--- src/rtl/mem_stage_pkg.sv ---
// Shared types for the MEM pipeline stage: FSM states, the latched control
// bundle, and helpers that classify an instruction from its control bits.
package mem_stage_pkg;

    localparam int RD_LAT_MAX = 4;

    typedef enum logic [1:0] {
        ST_IDLE   = 2'd0,
        ST_ACCESS = 2'd1,
        ST_WAIT   = 2'd2
    } mem_state_e;

    typedef struct packed {
        logic wbs;
        logic wme;
        logic mm;
        logic wm;
        logic ni;
    } mem_ctrl_t;

    function automatic logic is_load(input mem_ctrl_t c);
        return c.wbs & ~c.wme & ~c.mm;
    endfunction

    function automatic logic is_store(input mem_ctrl_t c);
        return c.wme & ~c.mm;
    endfunction

    function automatic logic is_io_store(input mem_ctrl_t c);
        return c.wme & c.mm;
    endfunction

endpackage

--- src/rtl/mem_stage_ram.sv ---
// Data RAM for the MEM stage: one write port and a registered read port whose
// result travels down an RD_LAT-deep pipeline. The first read stage forwards
// same-cycle write data so a load right behind a store sees the new value.
module mem_stage_ram
    import mem_stage_pkg::*;
#(
    parameter int DATA_W = 16,
    parameter int ADDR_W = 8,
    parameter int RD_LAT = 1
) (
    input  logic              clk,
    input  logic              we,
    input  logic [ADDR_W-1:0] waddr,
    input  logic [DATA_W-1:0] wdata,
    input  logic [ADDR_W-1:0] raddr,
    output logic [DATA_W-1:0] rdata
);

    logic [DATA_W-1:0] mem [2**ADDR_W];
    logic [DATA_W-1:0] rd_pipe [RD_LAT];

    // Array write; contents are deliberately never reset
    always_ff @(posedge clk) begin
        if (we) begin
            mem[waddr] <= wdata;
        end
    end

    // Read stage 0 with write-through forwarding, then a plain delay line
    always_ff @(posedge clk) begin
        rd_pipe[0] <= (we && (waddr == raddr)) ? wdata : mem[raddr];
        for (int i = 1; i < RD_LAT; i++) begin
            rd_pipe[i] <= rd_pipe[i-1];
        end
    end

    assign rdata = rd_pipe[RD_LAT-1];

endmodule

--- src/rtl/mem_stage_pipe.sv ---
// MEM pipeline stage: holds one instruction, performs RAM stores, I/O write
// strobes and RD_LAT-cycle loads, stalls execute while a load is in flight,
// and presents retired results in the WB register.
module mem_stage_pipe
    import mem_stage_pkg::*;
#(
    parameter int DATA_W = 16,
    parameter int ADDR_W = 8,
    parameter int RD_LAT = 1
) (
    input  logic              clk,
    input  logic              rst,
    input  logic              ex_valid,
    output logic              ex_ready,
    input  logic              ex_wbs,
    input  logic              ex_wme,
    input  logic              ex_mm,
    input  logic              ex_wm,
    input  logic              ex_ni,
    input  logic [DATA_W-1:0] ex_alu_result,
    input  logic [DATA_W-1:0] ex_wr_data,
    input  logic              flush,
    output logic              io_we,
    output logic [DATA_W-1:0] io_addr,
    output logic [DATA_W-1:0] io_wdata,
    output logic              wb_valid,
    output logic              wb_wbs,
    output logic              wb_ni,
    output logic [DATA_W-1:0] wb_mem_data,
    output logic [DATA_W-1:0] wb_alu_result
);

    mem_state_e        state, state_nx;
    logic [2:0]        cnt, cnt_nx;
    mem_ctrl_t         ctrl_p0;
    logic [DATA_W-1:0] alu_p0;
    logic [DATA_W-1:0] wdata_p0;
    logic              ld_p0;
    logic              done;
    logic              retire;
    logic              accept;
    logic              ram_we;
    logic [DATA_W-1:0] ram_rdata;

    assign ld_p0 = is_load(ctrl_p0);

    // FSM state and remaining-latency counter
    always_ff @(posedge clk or posedge rst) begin
        if (rst) begin
            state <= ST_IDLE;
            cnt   <= '0;
        end else begin
            state <= state_nx;
            cnt   <= cnt_nx;
        end
    end

    // Next state: a new acceptance always starts ACCESS; flush or retirement
    // empties the stage; a multi-cycle load parks in WAIT counting down.
    always_comb begin
        state_nx = state;
        cnt_nx   = cnt;
        if (accept) begin
            state_nx = ST_ACCESS;
            cnt_nx   = '0;
        end else if (flush || retire) begin
            state_nx = ST_IDLE;
            cnt_nx   = '0;
        end else if (state == ST_ACCESS) begin
            state_nx = ST_WAIT;
            cnt_nx   = 3'(RD_LAT - 1);
        end else if (state == ST_WAIT) begin
            cnt_nx   = cnt - 3'd1;
        end
    end

    // Outputs: retirement, handshake, RAM write enable and I/O strobe.
    // ex_ready ignores flush; flush instead blocks acceptance directly.
    always_comb begin
        done     = 1'b0;
        io_we    = 1'b0;
        ram_we   = 1'b0;
        io_addr  = '0;
        io_wdata = '0;
        if (state == ST_ACCESS) begin
            done = !ld_p0 || (RD_LAT == 1);
        end else if (state == ST_WAIT) begin
            done = (cnt == 3'd1);
        end
        retire   = done && !flush;
        ex_ready = (state == ST_IDLE) || done;
        accept   = ex_valid && ex_ready && !flush;
        if (state == ST_ACCESS && !flush) begin
            ram_we = is_store(ctrl_p0);
            io_we  = is_io_store(ctrl_p0);
        end
        if (io_we) begin
            io_addr  = alu_p0;
            io_wdata = wdata_p0;
        end
    end

    // ---- MEM register (stage p0) ----
    // Latch the incoming instruction on acceptance
    always_ff @(posedge clk or posedge rst) begin
        if (rst) begin
            ctrl_p0  <= '0;
            alu_p0   <= '0;
            wdata_p0 <= '0;
        end else if (accept) begin
            ctrl_p0  <= '{wbs: ex_wbs, wme: ex_wme, mm: ex_mm, wm: ex_wm, ni: ex_ni};
            alu_p0   <= ex_alu_result;
            wdata_p0 <= ex_wr_data;
        end
    end

    // The read address is taken straight from execute so the RAM pipeline
    // starts on the acceptance edge and finishes as the load retires.
    mem_stage_ram #(
        .DATA_W (DATA_W),
        .ADDR_W (ADDR_W),
        .RD_LAT (RD_LAT)
    ) u_ram (
        .clk   (clk),
        .we    (ram_we),
        .waddr (alu_p0[ADDR_W-1:0]),
        .wdata (wdata_p0),
        .raddr (ex_alu_result[ADDR_W-1:0]),
        .rdata (ram_rdata)
    );

    // ---- WB register (stage p1) ----
    // Capture results on retirement; wb_valid pulses only on that cycle
    always_ff @(posedge clk or posedge rst) begin
        if (rst) begin
            wb_valid      <= 1'b0;
            wb_wbs        <= 1'b0;
            wb_ni         <= 1'b0;
            wb_mem_data   <= '0;
            wb_alu_result <= '0;
        end else begin
            wb_valid <= retire;
            if (retire) begin
                wb_wbs        <= ctrl_p0.wbs;
                wb_ni         <= ctrl_p0.ni;
                wb_mem_data   <= ld_p0 ? ram_rdata : '0;
                wb_alu_result <= ctrl_p0.wm ? wdata_p0 : alu_p0;
            end
        end
    end

endmodule

--- config.mk ---
export PLATFORM = sky130hd
export DESIGN_NAME = mem_stage_pipe
export DESIGN_NICKNAME = d
export VERILOG_FILES = /design/src/rtl/mem_stage_pkg.sv /design/src/rtl/mem_stage_ram.sv /design/src/rtl/mem_stage_pipe.sv
export SDC_FILE = /design/constraint.sdc
export NUM_CORES = 2
export LEC_CHECK = 0
export BUFFER_PORTS_ARGS = -buffer_cell sky130_fd_sc_hd__buf_2
export CORE_MARGIN = 1
export CORE_UTILIZATION = 45
export DETAILED_ROUTE_END_ITERATION = 6
export PLACE_DENSITY = 0.57
export SLEW_MARGIN = 30
export SYNTH_ARGS = -nofsm -noshare
export SYNTH_HDL_FRONTEND = slang
export SYNTH_MEMORY_MAX_BITS = 65536
export SYNTH_SLANG_ARGS = --single-unit
--- constraint.sdc ---
create_clock -name clk -period 6.1 [get_ports clk]
set_input_delay 0.305 -clock clk [delete_from_list [all_inputs] [get_ports clk]]
set_output_delay 0.305 -clock clk [all_outputs]
set_load 0.02 [all_outputs]
==> qor.txt <==
commonest register cell after synthesis: edfxtp_1
post-synthesis instance total: 7658
die area: 0.360 mm²
family of cells with the greatest summed delay on the critical path: simple AND/OR/NAND/NOR gates
post-layout utilization of the core: 51.5%
Critical Path Fanout Max: 14
Fin Setup TNS: 0 ns
cell types with the largest area share after synthesis: edfxtp_1, mux4_2, mux2i_1
Setup-failing EPs final: 0
Layout Skew: 0.0656 ns
Core ar.: 0.356 mm²
CTS tree: done
first-pass GRT wire length: 626000 µm
insertion delay to the later sink of the worst-skew pair: 1.01 ns
peak-usage layer in the global routing report: met2
number of nets in the layout: 8268
number of placement rows: 219
CP Data Required Time: 6.77 ns
outcome: complete, but fails checks
Slowest cell on crit path: nand4_1
MaxCap Viol Count: 0
root cell of the clock tree: clkbuf_16
count of nets left with antenna violations after detail routing: 0
fin worst setup slack: 1.88 ns
Synth async-reset ratio: 1.84%
post-layout instance count excluding filler cells: 13300
buffers and inverters on the worst path: 2
delay of the slowest critical-path stage: 0.83 ns
CTS Sinks: 4189
synthesis-stage register bit count: 4189
mean number of vias per cell: 6.11
GRT met1 Usage: 35.2%
number of buffers on the longest clock path: 4
maximum clock frequency: 0.237 GHz
class of the tightest hold or removal check: primary input to register
count of warnings emitted by yosys: 0
I/O pin total: 110
antenna violations before repair: 18
width of the die: 600 µm
CTS H-tree lvls: 5
data arrival time of the critical path: 4.90 ns
Final Max Slew Viols: 0
crit share post-route: 69.2%
static power due to leakage: 58.4 nW
setup repair after global routing missed its margin: no
Congestion Overflow GR: 0
VDD IR-drop max: 0.000218 V
distinct cell type count of the synthesized netlist: 57
violations in the final reports: DRC
overall routed net length: 448000 µm
relative slew slack: 27.0%
met2 track demand over resource: 38.7%
type of element capturing the critical path: register
port bufs: 109
startpoint-to-endpoint class of the critical path: register to register
clock period minus final worst setup slack: 4.22 ns
Power Dens Cells: 350 mW/mm²
DR iter-0 viols: 10400
number of cells in the design after placement: 12500
Synth area leader: edfxtp_1
Filler Cells Inserted: 28000
GP Congestion: 0.854
Num CTS Buffers: 420
layout cells sized above 1: 25.6%
kind of start point of the critical path: register
worst slack at placement: 1.33 ns
Post-Syn Area: 0.161 mm²
signed area change from the synthesized netlist to the final layout: 14.0%
Routed WL per cell: 33.6 µm
global-route usage over all layers: 24.6%
pin slew with the least headroom to its limit: 1.09 ns
Seq/Total Area, Yosys: 77.9%
number of design rule violations left after detail routing: 100
final number of hold-violating endpoints: 0
die span in y: 600 µm
detailed-router iteration count before antenna repair: 7
EDFF count, synth: 4096
Synth top area share: 76.5%
ordered cell list for the critical path: nor2_1, nand4_1, buf_4, nor2_1, buf_4
clock-pin slew of the registers on the worst-case setup and hold paths: 0.06 ns
net count of the mapped netlist: 7704
HPWL after detailed placement: 263000 µm
overall via count from detail_route: 81300
met3 Use GR: 4.24%
average cell area after synthesis: 21.0 µm²
pin count of the biggest net entering global routing: 215
vias in the first global route: 80500
initial core utilization: 45.2%
## worst paths after layout
path	from	endpoint	slack [ns]	cells past startpoint
worst max-delay path	alu_p0[0]$_DFFE_PP0N_	u_ram.mem[60][13]$_DFFE_PP_	1.88	5
worst min-delay path	ex_alu_result[10]	alu_p0[10]$_DFFE_PP0N_	0.07	3
worst max register to register	alu_p0[0]$_DFFE_PP0N_	u_ram.mem[60][13]$_DFFE_PP_	1.88	5
worst min register to register	wb_mem_data[7]$_DFFE_PP0P_	wb_mem_data[7]$_DFFE_PP0P_	0.46	2
max in group asynchronous	rst	wdata_p0[15]$_DFFE_PP0N_	4.89	6
min in group asynchronous	rst	wb_mem_data[1]$_DFFE_PP0P_	0.60	5
## stage by stage
| step | instance area (µm²) | power [mW] | hold slack, ns |
|---|---|---|---|
| 5_1_grt | 183000 | 65.8 | 0.0725 |
| 2_1_floorplan | 161000 | 37.1 | 0.400 |
| 3_3_place_gp | 169000 | 39.1 | 0.453 |
| 3_5_place_dp | 169000 | 39.3 | 0.452 |
| 6_report | 183000 | 64.2 | 0.0676 |
| 4_1_cts | 183000 | 64.5 | 0.00112 |
## layer usage
metal	share of wire, %	wire length [µm]
met3	8.1	36300
met5	0.0029	13
met2	47	211000
met4	3.3	14900
met1	41	186000
## cells by family (layout without fill, tap and decap cells)
| kind of cell | after synthesis | count (layout) | synth area share, % |
|---|---|---|---|
| adders and majority gates | 5 | 5 | 0.0389 |
| xor gates and xnor gates | 10 | 10 | 0.0545 |
| DFF | 4189 | 4189 | 77.9 |
| other | 0 | 6 | 0 |
| AOI/OAI and AO/OA | 880 | 880 | 3.85 |
| buffers and inverters | 492 | 1393 | 1.59 |
| and+or+nand+nor | 738 | 738 | 2.10 |
| muxes | 1344 | 1344 | 14.5 |
## state kept, by name (all words and copies together), names as in the netlist
signal and cells:
alu_p0 16, u_ram.mem 4096, ctrl_p0 5, u_ram.rd_pipe 16
wdata_p0 16, wb_ni 1, wb_wbs 1, wb_valid 1
cnt 3, state 2, wb_mem_data 16, wb_alu_result 16
## repair_timing
item / in CTS / in global routing
hold buffers: 35 / 0
setup buffers: 0 / 0
resized for setup: 0 / 0
endpoints found under the hold margin: 113 / 0
## worst min-delay path, cell delays in order
cell           delay [ns]
dlygate4sd3_1        0.52
buf_2                0.09
mux2_2               0.13
## cell usage after synthesis (4+ instances only)
library cell,instances
nand2_1,147
o22a_1,15
or2_2,5
o2111ai_1,16
dfxtp_1,16
buf_2,135
dfrtp_1,77
and2_1,39
mux4_2,767
a211oi_1,63
o21ai_0,80
edfxtp_1,4096
buf_1,24
o22ai_1,190
a41o_1,15
ha_1,5
a21oi_1,79
xor2_1,8
buf_4,59
nor4_1,21
nor2_1,292
or2_1,4
a22oi_1,266
clkbuf_1,221
a221oi_1,60
nand3_1,41
a31oi_1,15
buf_6,42
o221ai_1,68
nor3_1,82
inv_1,8
mux2_2,157
nand2b_1,12
mux2i_1,420
nand4_1,38
nor2b_1,14
or3_1,31
## report_power, final
| part | internal [mW] | total (mW) | switching [mW] |
|---|---|---|---|
| logic | 1.22 | 4.91 | 3.69 |
| registers | 33.4 | 33.9 | 0.530 |
| clock network | 14.5 | 25.4 | 10.9 |
| total | 49.1 | 64.2 | 15.1 |
## placed cells by master (no fill, tap or decap), types with 20 or more instances in the layout
| cell | n |
|---|---|
| edfxtp_1 | 4096 |
| buf_2 | 106 |
| a22oi_1 | 266 |
| buf_12 | 47 |
| a211oi_1 | 63 |
| dlygate4sd3_1 | 35 |
| nor2_2 | 23 |
| clkinv_1 | 99 |
| clkinv_2 | 59 |
| dfrtp_1 | 61 |
| nor4_1 | 20 |
| and2_1 | 37 |
| mux2_2 | 157 |
| nor3_1 | 76 |
| a21oi_1 | 79 |
| nand2_1 | 145 |
| o221ai_1 | 68 |
| or3_1 | 31 |
| o22ai_1 | 190 |
| nand3_1 | 35 |
| nor2_1 | 252 |
| mux2i_1 | 420 |
| bufinv_16 | 38 |
| o21ai_0 | 79 |
| a221oi_1 | 60 |
| clkbuf_16 | 426 |
| clkbuf_1 | 88 |
| nand4_1 | 38 |
| mux4_2 | 767 |
| buf_4 | 418 |
## area by class of cell
| class | count | area [µm²] | share of cell area, % |
|---|---|---|---|
| Timing Repair Buffer | 624 | 5280 | 2.88 |
| Clock buffer | 523 | 11100 | 6.06 |
| Inverter | 10 | 38.8 | 0.0212 |
| Multi-Input combinational cell | 2977 | 33400 | 18.2 |
| Tap cell | 4751 | 5940 | 3.24 |
| Antenna cell | 6 | 15.0 | 0.00819 |
| Sequential cell | 4189 | 125000 | 68.4 |
| Clock inverter | 236 | 2260 | 1.23 |
Note: power is estimated with default switching activity, not from simulation.
